[config.mk]
export PLATFORM = sky130hd
export DESIGN_NAME = p32_mod_subtractor_pipe
export DESIGN_NICKNAME = d
export VERILOG_FILES = /design/src/rtl/p32_mod_subtractor_pipe.sv
export SDC_FILE = /design/constraint.sdc
export NUM_CORES = 1
export LEC_CHECK = 0
export CELL_PAD_IN_SITES_DETAIL_PLACEMENT = 1
export CELL_PAD_IN_SITES_GLOBAL_PLACEMENT = 2
export CORE_MARGIN = 4
export CORE_UTILIZATION = 36
export DETAILED_ROUTE_END_ITERATION = 8
export PLACE_DENSITY_LB_ADDON = 0.1
export SLEW_MARGIN = 20
export SYNTH_ARGS = -nofsm -noshare
export SYNTH_HDL_FRONTEND = slang
export SYNTH_SLANG_ARGS = --single-unit
[constraint.sdc]
create_clock -name clk -period 5.4 [get_ports clk]
set_input_delay 1.08 -clock clk [delete_from_list [all_inputs] [get_ports clk]]
set_output_delay 1.08 -clock clk [all_outputs]
set_load 0.03 [all_outputs]
[src/rtl/p32_mod_subtractor_pipe.sv]
// ============================================================================
// Module   : p32_mod_subtractor_pipe
// Brief    : Two-stage valid/ready modulo-(2^N-1) subtractor, diff = a + ~b
//            with end-around carry from a cyclic prefix network; carries a tag.
//            Optional macro P32_SUB_ZERO_NORM_EN maps all-ones results to zero.
// Revision : 1.0 - initial release
// ============================================================================
`default_nettype none

module p32_mod_subtractor_pipe #(
    parameter int N     = 32,
    parameter int TAG_W = 4
) (
    input  logic             clk,
    input  logic             rst_n,
    input  logic             in_valid,
    output logic             in_ready,
    input  logic [N-1:0]     a,
    input  logic [N-1:0]     b,
    input  logic [TAG_W-1:0] in_tag,
    output logic             out_valid,
    input  logic             out_ready,
    output logic [N-1:0]     diff,
    output logic [TAG_W-1:0] out_tag,
    output logic             busy
);

    localparam int C_LVLS = $clog2(N);

    // Stage S1: bitwise generate/propagate/half-sum of a and ~b
    logic             s1_valid_q, s1_valid_d;
    logic [N-1:0]     s1_g_q, s1_g_d;
    logic [N-1:0]     s1_p_q, s1_p_d;
    logic [N-1:0]     s1_x_q, s1_x_d;
    logic [TAG_W-1:0] s1_tag_q, s1_tag_d;

    // Stage S2: final result
    logic             s2_valid_q, s2_valid_d;
    logic [N-1:0]     s2_diff_q, s2_diff_d;
    logic [TAG_W-1:0] s2_tag_q, s2_tag_d;

    logic             w_s1_adv;
    logic [N-1:0]     w_bc;
    logic [N-1:0]     w_gcyc;
    logic [N-1:0]     w_diff_raw;

    function automatic logic [N-1:0] rotl(input logic [N-1:0] v, input int sh);
        return (v << sh) | (v >> (N - sh));
    endfunction

    assign w_s1_adv = !s2_valid_q || out_ready;
    assign in_ready = !s1_valid_q || w_s1_adv;
    assign w_bc     = ~b;

    always_comb begin
        s1_valid_d = s1_valid_q;
        s1_g_d     = s1_g_q;
        s1_p_d     = s1_p_q;
        s1_x_d     = s1_x_q;
        s1_tag_d   = s1_tag_q;
        if (in_ready) begin
            s1_valid_d = in_valid;
            if (in_valid) begin
                s1_g_d   = a & w_bc;
                s1_p_d   = a | w_bc;
                s1_x_d   = a ^ w_bc;
                s1_tag_d = in_tag;
            end
        end
    end

    // Cyclic prefix: each level wraps the carry around the MSB, so after
    // log2(N) levels every bit sees the full circle and the end-around carry.
    always_comb begin
        logic [N-1:0] g;
        logic [N-1:0] p;
        g = s1_g_q;
        p = s1_p_q;
        for (int k = 0; k < C_LVLS; k++) begin
            g = g | (p & rotl(g, 1 << k));
            if (k < C_LVLS - 1) begin
                p = p & rotl(p, 1 << k);
            end
        end
        w_gcyc = g;
    end

    assign w_diff_raw = s1_x_q ^ {w_gcyc[N-2:0], w_gcyc[N-1]};

    always_comb begin
        s2_valid_d = s2_valid_q;
        s2_diff_d  = s2_diff_q;
        s2_tag_d   = s2_tag_q;
        if (w_s1_adv) begin
            s2_valid_d = s1_valid_q;
            if (s1_valid_q) begin
`ifdef P32_SUB_ZERO_NORM_EN
                s2_diff_d = (&w_diff_raw) ? '0 : w_diff_raw;
`else
                s2_diff_d = w_diff_raw;
`endif
                s2_tag_d  = s1_tag_q;
            end
        end
    end

    always_ff @(posedge clk or negedge rst_n) begin
        if (!rst_n) begin
            s1_valid_q <= 1'b0;
            s1_g_q     <= '0;
            s1_p_q     <= '0;
            s1_x_q     <= '0;
            s1_tag_q   <= '0;
            s2_valid_q <= 1'b0;
            s2_diff_q  <= '0;
            s2_tag_q   <= '0;
        end else begin
            s1_valid_q <= s1_valid_d;
            s1_g_q     <= s1_g_d;
            s1_p_q     <= s1_p_d;
            s1_x_q     <= s1_x_d;
            s1_tag_q   <= s1_tag_d;
            s2_valid_q <= s2_valid_d;
            s2_diff_q  <= s2_diff_d;
            s2_tag_q   <= s2_tag_d;
        end
    end

    assign out_valid = s2_valid_q;
    assign diff      = s2_diff_q;
    assign out_tag   = s2_tag_q;
    assign busy      = s1_valid_q | s2_valid_q;

endmodule

`default_nettype wire

-- Word level (Yosys, flattened, before mapping)
Cells that the tools add are included.
- bitwise gates (word level): 29
- reduce and logical (&&, ||, !) cells: 6
- operators with widths (kind ; number):
    $and 32x32->32 ; 10
    $or 32x32->32 ; 6
    $or 32x1->32 ; 2
    $or 32x2->32 ; 2
    $or 32x4->32 ; 2
    $or 32x8->32 ; 2
    $xor 32x32->32 ; 2
    $not 32->32 ; 1
    $or 32x16->32 ; 1
    $reduce_and 2->1 ; 2
    $logic_not 1->1 ; 2
    $logic_or 1x1->1 ; 2
    $or 1x1->1 ; 1
- register bits after elaboration: 138
- bits of input ports: 72
- logic and storage cells: 43

-- Logic depth before layout (Yosys ltp)
- word-level depth: 16
- depth in mapped cells: 8
- mapped depth without buffers: 6

-- Least setup slack after synthesis
No wires, ideal clock.
- path kind: in2reg
- from: in out_ready
- to: reg s1_x_q[21]
- setup time: 0.125 ns
- arrival: 2.675 ns
- data required time: 5.275 ns
- setup slack: 2.600 ns
- cell stages on the path: 5
- buffers on the path: 2
- cells stage by stage: nand3b_1 > nand2_1 > clkbuf_1 > buf_1 > mux2_2
- word-level cells in the longest chain between the ends: 3
- RTL lines (item ; line ; text):
    start: declaration ; 22 ; input logic out_ready,
    $logic_or 1x1->1 ; 51 ; assign w_s1_adv = !s2_valid_q || out_ready;
    $logic_or 1x1->1 ; 52 ; assign in_ready = !s1_valid_q || w_s1_adv;
    $reduce_and 2->1 (no source line) ; -- ;
    end signal: assignment ; 112 ; s1_x_q <= '0;
    end signal: assignment ; 121 ; s1_x_q <= s1_x_d;
    end: declaration ; 34 ; logic [N-1:0] s1_x_q, s1_x_d;
Every way passes these cells.
A chain may end at the register's enable or synchronous reset.

-- Worst setup path after layout
- from: in out_ready
- to: out in_ready
- word-level cells in the longest chain between the ends: 2
- RTL lines (item ; line ; text):
    $logic_or 1x1->1 ; 51 ;
    $logic_or 1x1->1 ; 52 ;
    end: declaration ; 17 ; output logic in_ready,
Every way passes these cells.

==> summary.txt <==
Timing
  – Final critical-path share of the clock period: 0.653
  – Number of hold violations in the final report: 0
  – Final TNS setup: 0 ps
  – Relative slew slack: 0.389
  – Tightest hold margin: 474 ps
  – Period minus WS final: 3530 ps
  – Worst clock skew: 7.91 ps
  – Slew at the pin closest to its max-slew limit: 906 ps
  – Number of setup violations in the final report: 0
  – Unrepaired setup endpoints after global routing: false
  – Max Slew Vio Count: 0
  – Max Fclk: 283 MHz

Floorplan
  – Number of placement rows: 56
  – Total core area: 0.0237 mm2
  – Total Die Area: 0.0269 mm2
  – Width of the die: 164 um
  – Overall die height: 164 um
  – Starting density of the core: 0.369
  – Number of top-level pins: 111

Setup path
  – Arrival time of data at the critical path endpoint: 2450 ps
  – Setup crit start kind: input pin
  – Worst setup EP type: output port
  – Data required time of the critical path: 4320 ps
  – Critical Setup Path Class: input pin to output port
  – Top fanout value on the critical path: 3

Routing
  – Number of DRC markers in iteration 0: 479
  – Detailed-routing iteration count for the pre-antenna-repair pass: 5
  – DRC errors left: 0
  – Routed wire length per instance: 21.4 um
  – Remaining antenna violation count: 0
  – Wire length after detailed routing: 29.3 mm
  – DR vias: 7706
  – Routed vias/inst: 5.64

Power and ir drop
  – LEAKAGE: 0.00458 uW
  – Power share of the combinational group: 0.313
  – Worst VDD drop: 175 uV
  – Clock share of power: 0.312
  – Flop pwr share: 0.375
  – Internal power: 2510 uW
  – Pwr/cell area: 377 mW/mm2
  – Total chip power: 4020 uW
  – Reported net switching power: 1510 uW
  – Switching portion of total power: 0.377

Yosys
  – Fraction of registers with async set/reset: 1.00
  – Sequential cell area fraction in the yosys report: 0.395
  – Avg Inst Size Synth: 9.26 um2
  – Primary flip-flop cell chosen by synthesis mapping: dfrtp_1
  – Number of warning messages in the yosys log: 0
  – Instance count of the mapped netlist: 945
  – Unique masters post-synth: 62
  – Yosys reg bits: 138
  – Cell Area, Synth: 0.00875 mm2
  – Number of nets in the synthesized netlist: 1081
  – Post-synth EDFFs: 0

Placed design
  – Final Wtd Congestion: 0.906
  – Count of port buffers added during placement: 110
  – Dpl cells: 1334
  – Half-perimeter wire length of the detailed placement result: 22.7 mm
  – Placed standard-cell area: 0.0100 mm2

Final layout
  – Post-synthesis to final-layout area growth: 21.8%
  – Total area of sequential cells: 0.00345 mm2
  – Fillcell total: 2755
  – Layout Cells excl Fill: 1367
  – Final Cell Area: 0.0107 mm2
  – Combined area of the multi-input logic cells: 0.00477 mm2
  – Fraction of final layout cells sized beyond drive strength 1: 0.128
  – Final #Nets: 1170

Clock network
  – Clock Latency Late Sink: 420 ps
  – Count of buffers added by post-CTS timing repair for setup: 0
  – Root cell of the clock tree: clkbuf_16
  – Clock tree from TritonCTS: done
  – Hold_buf cts: 0
  – Number of sinks driven by the clock tree: 138
  – Number of cells upsized or downsized after cts: 0
  – Buffer levels on the longest clock path: 2
  – CTS clk-pin slew, worst paths: 60 ps
  – H-tree depth: 4
  – CTS Buf Count: 17

Global route
  – Overall Global Routing Usage: 0.222
  – Number of global-route vias before repair: 7900
  – Initial antenna violation count: 0
  – GRT Residual Overflow: 0
  – Wire length of the first global-routing pass: 45.7 mm
  – Largest net degree at the start of global routing: 133

Job
  – Number of max-capacitance violations reported: 0

Worst hold path
  – Tightest Hold Check Type: register to register

Status
  – Result of the run: finished, final reports clean
-- routing by layer --
metal,GRT usage,up-vias,share of wire
met3,0.0289,19,0.036
li1,-,3603,-
met1,0.303,3916,0.46
met5,0,-,0
met2,0.381,168,0.49
met4,0.0465,0,0.012
-- power by group through the flow --
stage	sequential (uW)	clock, uW	combinational, uW
floorplan	1550	0	664
global placement	1520	0	1240
detailed placement	1520	0	1260
CTS	1510	1280	1270
global route	1540	1320	1370
finish	1510	1260	1260
-- kinds of logic after synthesis --
group / after synthesis / synth area share
DFF: 138 / 0.395
muxes: 73 / 0.0932
and+or+nand+nor: 305 / 0.163
AOI/OAI and AO/OA: 253 / 0.196
adders and majority gates: 64 / 0.0915
buffers and inverters: 112 / 0.0615
-- critical path, cell delays in order --
cell and delay [ps]:
clkdlybuf4s50_1 470, nand3b_1 190, clkdlybuf4s50_1 710
-- area by class of cell --
class                   instances  area share
multi-input cells             695       0.448
flip-flops and latches        138       0.324
repair buffers                116       0.109
clock buffers                  20      0.0429
well taps                     319      0.0375
inverters                      66      0.0233
clock inverters                12      0.0155
diodes                          1    0.000235
-- through the flow --
step | setup slack [ps] | utilization
2_1_floorplan | 2600 | -
3_3_place_gp | 1880 | 0.423
3_5_place_dp | 1870 | 0.423
4_1_cts | 1860 | 0.450
5_1_grt | 1800 | 0.450
6_report | 1870 | 0.450
-- synth_stat cells, drive strengths merged, types with 6 or more instances --
cell       n  area share
a21oi     64       0.037
a221oi    14       0.017
a22oi     13       0.011
a311o      9       0.010
a31oi      6      0.0043
and2       6      0.0047
and4       6      0.0066
buf       27       0.023
clkbuf    19       0.010
dfrtp    138        0.39
ha        64       0.092
inv       66       0.028
mux2      68       0.088
nand2    130       0.056
nand2b     6      0.0043
nand3     31       0.018
nand4     34       0.024
nor2      54       0.023
nor3      25       0.017
o2111ai    6      0.0060
o21a      19       0.016
o21ai     74       0.044
o31ai     11       0.010
-- final timing paths --
| path | cells after the start | from | endpoint | slack (ps) |
|---|---|---|---|---|
| worst max-delay path | 3 | out_ready | in_ready | 1870 |
| worst min-delay path | 2 | s1_tag_q[0]$_DFFE_PN0P_ | out_tag[0]$_DFFE_PN0P_ | 470 |
| worst max register to register | 6 | s1_p_q[22]$_DFFE_PN0P_ | diff[1]$_DFFE_PN0P_ | 2690 |
| worst min register to register | 2 | s1_tag_q[0]$_DFFE_PN0P_ | out_tag[0]$_DFFE_PN0P_ | 470 |
| max in group asynchronous | 2 | rst_n | s1_g_q[9]$_DFFE_PN0P_ | 3780 |
| min in group asynchronous | 1 | rst_n | out_tag[0]$_DFFE_PN0P_ | 650 |
-- registers in the layout, indices dropped and copies added (netlist names) --
signal,count
out_tag,4
out_valid,1
s1_x_q,32
s1_tag_q,4
s1_g_q,32
s1_p_q,32
s1_valid_q,1
diff,32
-- cell usage in the layout (no fill, tap or decap), types with 6 or more instances in the layout --
cell type and count:
ha_1 64, o31ai_1 10, a21oi_1 63, mux2_2 68, a31oi_1 6, nor3_1 21, a311o_1 8, dfrtp_1 138
nand2_1 128, clkdlybuf4s50_1 109, nand2b_1 6, a22oi_1 13, o21ai_1 9, clkbuf_16 17, o21ai_0 60, nand4_1 34
nand3_1 31, nor2_1 54, o21a_1 19, inv_1 66, a221oi_1 10, o2111ai_1 6
(Power assumes the default switching activity.)
